File: src/rtl/jt900h_div_pkg.sv
// Definitions shared by the JT900H CPU datapath blocks (divider, ALU):
// operand-width encoding and the latched division request.
package jt900h_div_pkg;

    // Width selector encoding used by DIV/DIVS and the ALU; any other value means word
    localparam logic [1:0] W_BYTE = 2'b01;

    function automatic logic is_byte(input logic [1:0] w);
        return w == W_BYTE;
    endfunction

    typedef struct packed {
        logic        sign;
        logic        byte_mode;
        logic [31:0] op0;
        logic [15:0] op1;
    } div_req_t;

endpackage

File: src/rtl/jt900h_div_if.sv
// Request/response bundle between the JT900H sequencer and the divider.
interface jt900h_div_if;
    logic        start;
    logic        sign;
    logic [1:0]  w;
    logic [31:0] op0;
    logic [15:0] op1;
    logic        busy;
    logic        done;
    logic [31:0] rslt;
    logic        v;

    modport master (
        output start, sign, w, op0, op1,
        input  busy, done, rslt, v
    );

    modport slave (
        input  start, sign, w, op0, op1,
        output busy, done, rslt, v
    );
endinterface

File: src/rtl/jt900h_div_step.sv
// One restoring division step: shift in a dividend bit, trial-subtract the
// divisor and keep the difference only when it did not borrow.
module jt900h_div_step (
    input  logic [15:0] rem,
    input  logic        din,
    input  logic [15:0] dsor,
    output logic [15:0] rem_nx,
    output logic        qbit
);
    logic [16:0] trial;
    logic [17:0] diff;

    // One bit wider than the shifted remainder so the borrow is never lost
    assign trial  = {rem, din};
    assign diff   = {1'b0, trial} - {2'b00, dsor};
    assign qbit   = ~diff[17];
    assign rem_nx = qbit ? diff[15:0] : trial[15:0];
endmodule

File: src/rtl/jt900h_div.sv
// Sequential restoring divider for the TLCS-900H DIV/DIVS instructions.
// Byte mode divides 16/8, word mode 32/16, one quotient bit per enabled cycle.
module jt900h_div
    import jt900h_div_pkg::*;
(
    input  logic        clk,
    input  logic        rst,
    input  logic        cen,
    jt900h_div_if.slave bus
);
    localparam logic [2:0] ST_IDLE = 3'd0;
    localparam logic [2:0] ST_PREP = 3'd1;
    localparam logic [2:0] ST_ITER = 3'd2;
    localparam logic [2:0] ST_FIX  = 3'd3;
    localparam logic [2:0] ST_DONE = 3'd4;

    localparam int BYTE_N = 8;
    localparam int WORD_N = 16;

    localparam logic [7:0]  BYTE_QLIM = 8'(1 << (BYTE_N - 1));
    localparam logic [15:0] WORD_QLIM = 16'(1 << (WORD_N - 1));

    typedef enum logic [2:0] {
        IDLE = ST_IDLE,
        PREP = ST_PREP,
        ITER = ST_ITER,
        FIX  = ST_FIX,
        DONE = ST_DONE
    } state_t;

    state_t      state;
    div_req_t    req;
    logic [4:0]  cnt;
    logic [15:0] rem;
    logic [15:0] dq;
    logic [15:0] dsor;
    logic        qneg;
    logic        rneg;
    logic        big;

    logic        dd_neg;
    logic        dv_neg;
    logic [15:0] dd_hi;
    logic [15:0] dd_lo;
    logic [15:0] dv_mag;
    logic [15:0] m16;
    logic [31:0] m32;
    logic [7:0]  m8;

    always_comb begin
        // NOTE: every signal gets a default first so no path can infer a latch.
        dd_neg = 1'b0;
        dv_neg = 1'b0;
        dd_hi  = '0;
        dd_lo  = '0;
        dv_mag = '0;
        m16    = req.op0[15:0];
        m32    = req.op0;
        m8     = req.op1[7:0];
        if (req.byte_mode) begin
            dd_neg = req.sign & req.op0[15];
            dv_neg = req.sign & req.op1[7];
            m16    = dd_neg ? ~req.op0[15:0] + 16'd1 : req.op0[15:0];
            m8     = dv_neg ? ~req.op1[7:0] + 8'd1 : req.op1[7:0];
            dd_hi  = {8'h00, m16[15:8]};
            dd_lo  = {m16[7:0], 8'h00};
            dv_mag = {8'h00, m8};
        end else begin
            dd_neg = req.sign & req.op0[31];
            dv_neg = req.sign & req.op1[15];
            m32    = dd_neg ? ~req.op0 + 32'd1 : req.op0;
            dd_hi  = m32[31:16];
            dd_lo  = m32[15:0];
            dv_mag = dv_neg ? ~req.op1 + 16'd1 : req.op1;
        end
    end

    logic [15:0] rem_nx;
    logic        qbit;
    logic [4:0]  last_step;

    jt900h_div_step u_step (
        .rem    (rem),
        .din    (dq[15]),
        .dsor   (dsor),
        .rem_nx (rem_nx),
        .qbit   (qbit)
    );

    assign last_step = req.byte_mode ? 5'(BYTE_N - 1) : 5'(WORD_N - 1);

    // Sign fix-up and signed range check on the finished magnitudes
    logic [15:0] qm;
    logic [15:0] rm;
    logic [15:0] qv;
    logic [15:0] rv;
    logic        fix_ovf;
    logic [31:0] fix_rslt;

    always_comb begin
        qm = req.byte_mode ? {8'h00, dq[7:0]}  : dq;
        rm = req.byte_mode ? {8'h00, rem[7:0]} : rem;
        qv = qneg ? ~qm + 16'd1 : qm;
        rv = rneg ? ~rm + 16'd1 : rm;
        if (req.byte_mode)
            fix_ovf = req.sign & (big | (qneg ? (qm[7:0] > BYTE_QLIM) : qm[7]));
        else
            fix_ovf = req.sign & (big | (qneg ? (qm > WORD_QLIM) : qm[15]));
        fix_rslt = req.byte_mode ? {req.op0[31:16], rv[7:0], qv[7:0]} : {rv, qv};
    end

    // PREP spends two cycles: the first latches magnitudes and signs, the second
    // checks them. Signed quotients too large for N bits are not trapped here but
    // carried in 'big' and reported by FIX, so every signed overflow has the same
    // latency as a normal division.
    always_ff @(posedge clk or negedge rst) begin
        // NOTE: datapath registers are reset as well, so outputs come up as zero.
        if (!rst) begin
            state    <= IDLE;
            req      <= '0;
            cnt      <= '0;
            rem      <= '0;
            dq       <= '0;
            dsor     <= '0;
            qneg     <= 1'b0;
            rneg     <= 1'b0;
            big      <= 1'b0;
            bus.busy <= 1'b0;
            bus.done <= 1'b0;
            bus.v    <= 1'b0;
            bus.rslt <= '0;
        end else if (cen) begin
            // NOTE: non-blocking assignments so every register sees pre-edge values.
            case (state)
                IDLE: begin
                    if (bus.start) begin
                        req.sign      <= bus.sign;
                        req.byte_mode <= is_byte(bus.w);
                        req.op0       <= bus.op0;
                        req.op1       <= bus.op1;
                        cnt           <= '0;
                        bus.busy      <= 1'b1;
                        state         <= PREP;
                    end
                end
                PREP: begin
                    if (cnt == 5'd0) begin
                        rem  <= dd_hi;
                        dq   <= dd_lo;
                        dsor <= dv_mag;
                        qneg <= dd_neg ^ dv_neg;
                        rneg <= dd_neg;
                        cnt  <= 5'd1;
                    end else begin
                        cnt <= '0;
                        big <= (rem >= dsor);
                        if (dsor == 16'd0 || (!req.sign && rem >= dsor)) begin
                            bus.v    <= 1'b1;
                            bus.rslt <= req.op0;
                            bus.done <= 1'b1;
                            state    <= DONE;
                        end else begin
                            state <= ITER;
                        end
                    end
                end
                ITER: begin
                    rem <= rem_nx;
                    dq  <= {dq[14:0], qbit};
                    cnt <= cnt + 5'd1;
                    if (cnt == last_step) state <= FIX;
                end
                FIX: begin
                    bus.v    <= fix_ovf;
                    bus.rslt <= fix_ovf ? req.op0 : fix_rslt;
                    bus.done <= 1'b1;
                    state    <= DONE;
                end
                DONE: begin
                    bus.done <= 1'b0;
                    bus.busy <= 1'b0;
                    state    <= IDLE;
                end
                default: state <= IDLE;
            endcase
        end
    end
endmodule

File: src/flat_wrapper.sv
// flat-port wrapper written by rule: the top's interface ports become plain ports
module jt900h_div_flat import jt900h_div_pkg::*;
  (clk, rst, cen, bus_start, bus_sign, bus_w, bus_op0, bus_op1, bus_busy, bus_done, bus_rslt, bus_v);
  jt900h_div_if bus_i ();
  input  logic clk;
  input  logic rst;
  input  logic cen;
  input wire logic [$bits(bus_i.start)-1:0] bus_start;
  input wire logic [$bits(bus_i.sign)-1:0] bus_sign;
  input wire logic [$bits(bus_i.w)-1:0] bus_w;
  input wire logic [$bits(bus_i.op0)-1:0] bus_op0;
  input wire logic [$bits(bus_i.op1)-1:0] bus_op1;
  output wire logic [$bits(bus_i.busy)-1:0] bus_busy;
  output wire logic [$bits(bus_i.done)-1:0] bus_done;
  output wire logic [$bits(bus_i.rslt)-1:0] bus_rslt;
  output wire logic [$bits(bus_i.v)-1:0] bus_v;
  assign bus_i.start = bus_start;
  assign bus_i.sign = bus_sign;
  assign bus_i.w = bus_w;
  assign bus_i.op0 = bus_op0;
  assign bus_i.op1 = bus_op1;
  assign bus_busy = bus_i.busy;
  assign bus_done = bus_i.done;
  assign bus_rslt = bus_i.rslt;
  assign bus_v = bus_i.v;
  jt900h_div u_core (.clk(clk), .rst(rst), .cen(cen), .bus(bus_i));
endmodule
File: config.mk
export PLATFORM = sky130hd
export DESIGN_NAME = jt900h_div_flat
export DESIGN_NICKNAME = d
export VERILOG_FILES = /design/src/rtl/jt900h_div_pkg.sv /design/src/rtl/jt900h_div_if.sv /design/src/rtl/jt900h_div_step.sv /design/src/rtl/jt900h_div.sv /design/src/flat_wrapper.sv
export SDC_FILE = /design/constraint.sdc
export NUM_CORES = 1
export LEC_CHECK = 0
export BUFFER_PORTS_ARGS = -buffer_cell sky130_fd_sc_hd__buf_2
export CAP_MARGIN = 30
export CORE_MARGIN = 2
export CORE_UTILIZATION = 38
export CTS_CLUSTER_DIAMETER = 100
export DETAILED_ROUTE_END_ITERATION = 8
export GPL_ROUTABILITY_DRIVEN = 1
export SLEW_MARGIN = 40
export SYNTH_ARGS = -nofsm -noshare
export SYNTH_HDL_FRONTEND = slang
export SYNTH_SLANG_ARGS = --single-unit
File: constraint.sdc
create_clock -name clk -period 3.32 [get_ports clk]
set_clock_uncertainty 0.2 [all_clocks]
set_input_delay 0 -clock clk [delete_from_list [all_inputs] [get_ports clk]]
set_output_delay 0 -clock clk [all_outputs]
set_load 0.005 [all_outputs]
# [Yosys cells after proc, flatten, opt, wreduce, memory -nomap -nowiden]
# Index checks and enable logic that the tools add are counted.
[totals] in_bits=55 register_bits=144 output_inout_bits=35 wordCells=116
[op_classes] order_cmp=3 addsub=8 eq_ne=11 n_mux=41 n_reduce_logical=20 bitwise=17
[op_table] operator="$mux 16" count=12
[op_table] operator="$mux 32" count=5
[op_table] operator="$add 16x1->16 const B" count=4
[op_table] operator="$not 16->16" count=4
[op_table] operator="$pmux 16 s2" count=2
[op_table] operator="$pmux 32 s2" count=1
[op_table] operator="$add 32x1->32 const B" count=1
[op_table] operator="$not 32->32" count=1
[op_table] operator="$reduce_and 3->1" count=6
[op_table] operator="$sub 17x16->18" count=1
[op_table] operator="$ge 16x16->1" count=1
[op_table] operator="$gt 16x16->1 const B" count=1
[op_table] operator="$logic_not 16->1" count=1
[op_table] operator="$pmux 5 s3" count=1
[op_table] operator="$mux 3" count=4
[op_table] operator="$pmux 3 s4" count=1
[op_table] operator="$reduce_and 4->1" count=3
[op_table] operator="$mux 1" count=9
[op_table] operator="$add 8x1->8 const B" count=1
[op_table] operator="$gt 8x8->1 const B" count=1
[op_table] operator="$mux 8" count=1
[op_table] operator="$not 8->8" count=1
[op_table] operator="$and 1x1->1" count=6
[op_table] operator="$eq 3x2->1 const B" count=2
[op_table] operator="21 further kinds" count=30

# [Depth between registers and ports, before layout]
[logic_depth] depth_word=8 ltp_mapped=11 ltp_nobuf=10

# [Hierarchy]
# A second synthesis with hierarchy kept.
[unflattened] hier_cells=1080 hier_area_um2=10128.5
[modules_own_cells] module="jt900h_div" area_per_inst_um2=8966.1 seq_area_each_um2=3603.5 n_inst=1 cells_each=923
[modules_own_cells] module="jt900h_div_step" area_per_inst_um2=1162.4 seq_area_each_um2=0.0 n_inst=1 cells_each=157

# [Least setup slack after synthesis]
# OpenSTA, ideal clock, no wires.
[synth_path] path_kind="register -> register" startpoint="register u_core.rem[9]" endpoint="register u_core.bus.rslt[10]" arrival_ns=2.665 period_less_slack_ns=2.990 setup_time_ns=0.125 t_required_ns=2.995 path_stages_with_launch=10 path_buffers=1 setup_slack_ns=0.330 path_cell_list="dfrtp_1 -> ha_1 -> a21o_1 -> a21o_1 -> a221oi_1 -> o211ai_1 -> a211o_1 -> nand2_1 -> clkbuf_1 -> mux2_2"
[synth_between] elab_chain_len=5
[synth_lines] element="start: declaration" line_no="jt900h_div.sv:34" text="logic [15:0] rem;"
[synth_lines] element="start signal: assignment" line_no="jt900h_div.sv:148" text="rem <= dd_hi;"
[synth_lines] element="start signal: assignment" line_no="jt900h_div.sv:168" text="rem <= rem_nx;"
[synth_lines] element="$ge 16x16->1" line_no="jt900h_div.sv:157" text="if (dsor == 16'd0 || (!req.sign && rem >= dsor)) begin"
[synth_lines] element="$logic_and 1x1->1" line_no="jt900h_div.sv:157"
[synth_lines] element="$logic_or 1x1->1" line_no="jt900h_div.sv:157"
[synth_lines] element="$ne 2x1->1 (no source line)"
[synth_lines] element="$reduce_and 4->1 (no source line)"
[synth_lines] element="end signal: assignment" line_no="jt900h_div.sv:159" text="bus.rslt <= req.op0;"
[synth_lines] element="end signal: assignment" line_no="jt900h_div.sv:175" text="bus.rslt <= fix_ovf ? req.op0 : fix_rslt;"
[synth_lines] element="end: declaration" line_no="jt900h_div_if.sv:20" text="output busy, done, rslt, v"
# Every way passes these cells.
# A chain may end at the register's enable or synchronous reset.

# [Worst setup path after layout]
[layout_path] startpoint="register u_core.dq[0]" endpoint="register u_core.bus.rslt[17]"
[layout_between] elab_chain_len=8 word_cells_on_any_way=12 cone_classes="2 x order compare; 6 x mux; 4 x bitwise"
[layout_lines] element="start: declaration" line_no="jt900h_div.sv:35" text="logic [15:0] dq;"
[layout_lines] element="start signal: assignment" line_no="jt900h_div.sv:149" text="dq <= dd_lo;"
[layout_lines] element="start signal: assignment" line_no="jt900h_div.sv:169" text="dq <= {dq[14:0], qbit};"
[layout_lines] element="$mux 16 *" line_no="jt900h_div.sv:101" text="qm = req.byte_mode ? {8'h00, dq[7:0]} : dq;"
[layout_lines] element="$gt 16x16->1 / $gt 8x8->1 (equally long branches)" line_no="jt900h_div.sv:108, jt900h_div.sv:106"
[layout_lines] element="$mux 1, on equally long branches" line_no="jt900h_div.sv:108, jt900h_div.sv:106"
[layout_lines] element="$or 1x1->1, on equally long branches" line_no="jt900h_div.sv:108, jt900h_div.sv:106"
[layout_lines] element="$and 1x1->1, on equally long branches" line_no="jt900h_div.sv:108, jt900h_div.sv:106"
[layout_lines] element="$mux 1 *" line_no="jt900h_div.sv:105" text="if (req.byte_mode)"
[layout_lines] element="$mux 32 *" line_no="jt900h_div.sv:175"
[layout_lines] element="$pmux 32 s2 *" line_no="jt900h_div.sv:134" text="case (state)"
# Mark *: on every way between the ends. The rest lies on a longest branch, timed or not.

==> impl_results.md <==
- FF-to-FF setup slack: 0.11 ns
- Post-synth top cells: dfrtp_1, nand2_1, o21ai_0, nor2_1, mux2_2
- Port bufs: 89
- Worst hold slack: 0.125 ns
- Detailed placement HPWL: 21.7 mm
- #FFs+latches synth: 144
- Critical path required time: 3.44 ns
- Global-route wire length before repair: 47.2 mm
- Tcrit/Tclk final: 0.965
- DR pass1 iterations: 5
- Iteration-0 DRC count of the detailed router: 731
- CP Launch Type: flop
- Crit end category: flop
- Final Instance Count excl. Fillers: 1569
- GRT overflow: 0
- Critical Setup Path Class: flop to flop
- TritonCTS clock tree: built
- Worst-path clk slew: 0.07 ns
- Max Clock Freq: 312 MHz
- Largest net degree at the start of global routing: 66
- Initial antenna violation count: 0
- Synth area leader: dfrtp_1
- Post-Place Setup Slack: 0.0779 ns
- Total number of vias: 8722
- Full die area: 26700 um2
- Clk Latency, worst-skew pair: 0.44 ns
- Number of max-cap violations: 0
- Dominant synthesized flop cell: dfrtp_1
- Post-Syn Instances: 1063
- Critical Path Fanout Max: 29
- Setup TNS: 0 ns
- VDD IR max: 0.466 mV
- Dominant cells by area after synthesis: dfrtp_1, mux2_2, ha_1
- DIE WIDTH: 163 um
- Cell Pwr Density: 1150 nW/um2
- Number of synthesized flops with an enable pin: 0
- Initial cell density of the core: 0.385
- Sequential share of the synthesized area: 0.374
- Final Slew Violations: 0
- Final hold violations: 0
- Drt wl/cell: 18.9 um
- Ys async rst share: 1.00
- Die Y: 163 um
- Fill cell count: 2425
- Cell Area, Placed: 10800 um2
- Clock sink count: 144
- Fraction of layout instances using a drive strength above 1: 0.224
- Worst EP arrival: 3.32 ns
- Yosys warns: 0
- Syn nets: 1157
- Via/cell ratio: 5.56
- Status: finished, final reports clean
- DR DRC count: 0
- Top-count cell post-synth: dfrtp_1
- Setup violations, final: 0
- Row count: 58
- Slew at the pin closest to its max-slew limit: 0.716 ns
- Routability congestion estimate from global placement: 0.963
- DRT Wirelength: 29.6 mm
- CORE AREA: 25000 um2
- Final net count: 1320
- GRT Total Usage: 0.227
- Root buf cell: clkbuf_16
- I/O pin count: 90
- Placed Cells: 1480
- Total power: 13.8 mW
- Syn avg cell area: 9.07 um2
- Worst slew margin: 0.522
- Area Overhead vs Synth: 24.2%
- Fin util: 0.478
- Synthesized area: 9640 um2
- Number of antenna diodes: 0
- Antenna viol nets, final: 0
- Clock buffer depth: 2
- Final setup margin: 0.115 ns
- Number of global-route vias before repair: 8569
- CTS HTree Levels: 4
- CTS Buf Count: 17
- Min-delay worst type: primary input to flop
- Pleak: 5.24 nW
- Unique masters post-synth: 65
- Post-Layout Inst Area: 12000 um2
- Synth top area share: 0.374
- Tmin final: 3.21 ns
- RSZ-0062 raised after global routing: false
## sequential cells by signal (all words and copies together), names as in the netlist, 3 cells and up
register / cells
u_core.req: 50
u_core.rem: 16
u_core.bus.rslt: 32
u_core.cnt: 5
u_core.state: 3
u_core.dsor: 16
u_core.dq: 16
## routing by layer
layer  share of wire  vias to the layer above  wire length, um  GRT usage
li1                -                     4168                -          -
met1            0.47                     4207            13900      0.328
met2            0.45                      316            13200      0.355
met4           0.011                        0              336     0.0527
met3           0.073                       31             2170     0.0378
met5               0                        -                0          0
## cells by family (layout without fill, tap and decap cells)
family,count (synthesis),count (layout),share of synthesized area
compound gates,282,282,0.186
xor+xnor,92,92,0.0836
fa+ha+maj,39,39,0.0514
buf+inv,98,274,0.0389
flops,144,144,0.374
mux,102,102,0.117
simple gates,306,306,0.150
## what timing repair did
action,in CTS,in global routing
hold buffers,57,0
endpoints found under the setup margin,0,5
hold endpoints to repair,204,0
setup buffers,0,0
gates resized for setup,0,3
## layout make-up
type | instances | area, um2 | area share
multi-input cells | 821 | 5670 | 0.474
flip-flops and latches | 144 | 3600 | 0.301
repair buffers | 205 | 1530 | 0.128
clock buffers | 18 | 439 | 0.0367
well taps | 330 | 413 | 0.0345
clock inverters | 14 | 178 | 0.0148
inverters | 37 | 139 | 0.0116
## worst paths after layout
kind | startpoint | to | depth (start not counted)
max in group asynchronous | rst | u_core.req[17] | 4
worst max-delay path | u_core.dq[0] | u_core.bus.rslt[17] | 9
worst min register to register | u_core.bus.rslt[6] | u_core.bus.rslt[6] | 1
worst min-delay path | bus_op1[9] | u_core.req[9] | 3
worst max register to register | u_core.dq[0] | u_core.bus.rslt[17] | 9
min in group asynchronous | rst | u_core.req[0] | 4
## critical path, cell delays in order, from the launching register on
cell      delay (ns)
dfrtp_1         0.41
inv_1           0.09
ha_1            0.18
or4b_4          0.50
or4b_4          0.54
o31ai_4         0.25
nand4b_1        0.14
buf_6           0.21
mux2_2          0.29
mux2_2          0.26
## layout by cell type (no fill, tap or decap), types with 15 or more instances in the layout
| master | n |
|---|---|
| clkbuf_16 | 17 |
| nand2_1 | 107 |
| xor2_1 | 45 |
| buf_4 | 54 |
| dlygate4sd3_1 | 56 |
| mux2_2 | 87 |
| buf_2 | 88 |
| o211ai_1 | 15 |
| a31oi_1 | 16 |
| o31ai_1 | 16 |
| nor3_1 | 15 |
| nand3_1 | 16 |
| ha_1 | 38 |
| dfrtp_1 | 144 |
| o21ai_0 | 93 |
| mux2i_1 | 15 |
| nor2_1 | 88 |
| a21oi_1 | 62 |
| inv_1 | 37 |
| xnor2_1 | 47 |
## where the power goes
group	switching [mW]	leakage [nW]	total [mW]	internal, mW
Clock	0.858	0.290	2.07	1.21
Sequential	1.10	1.74	3.71	2.61
Combinational	4.41	3.22	7.98	3.57
Power figures use the tool's default switching activity.
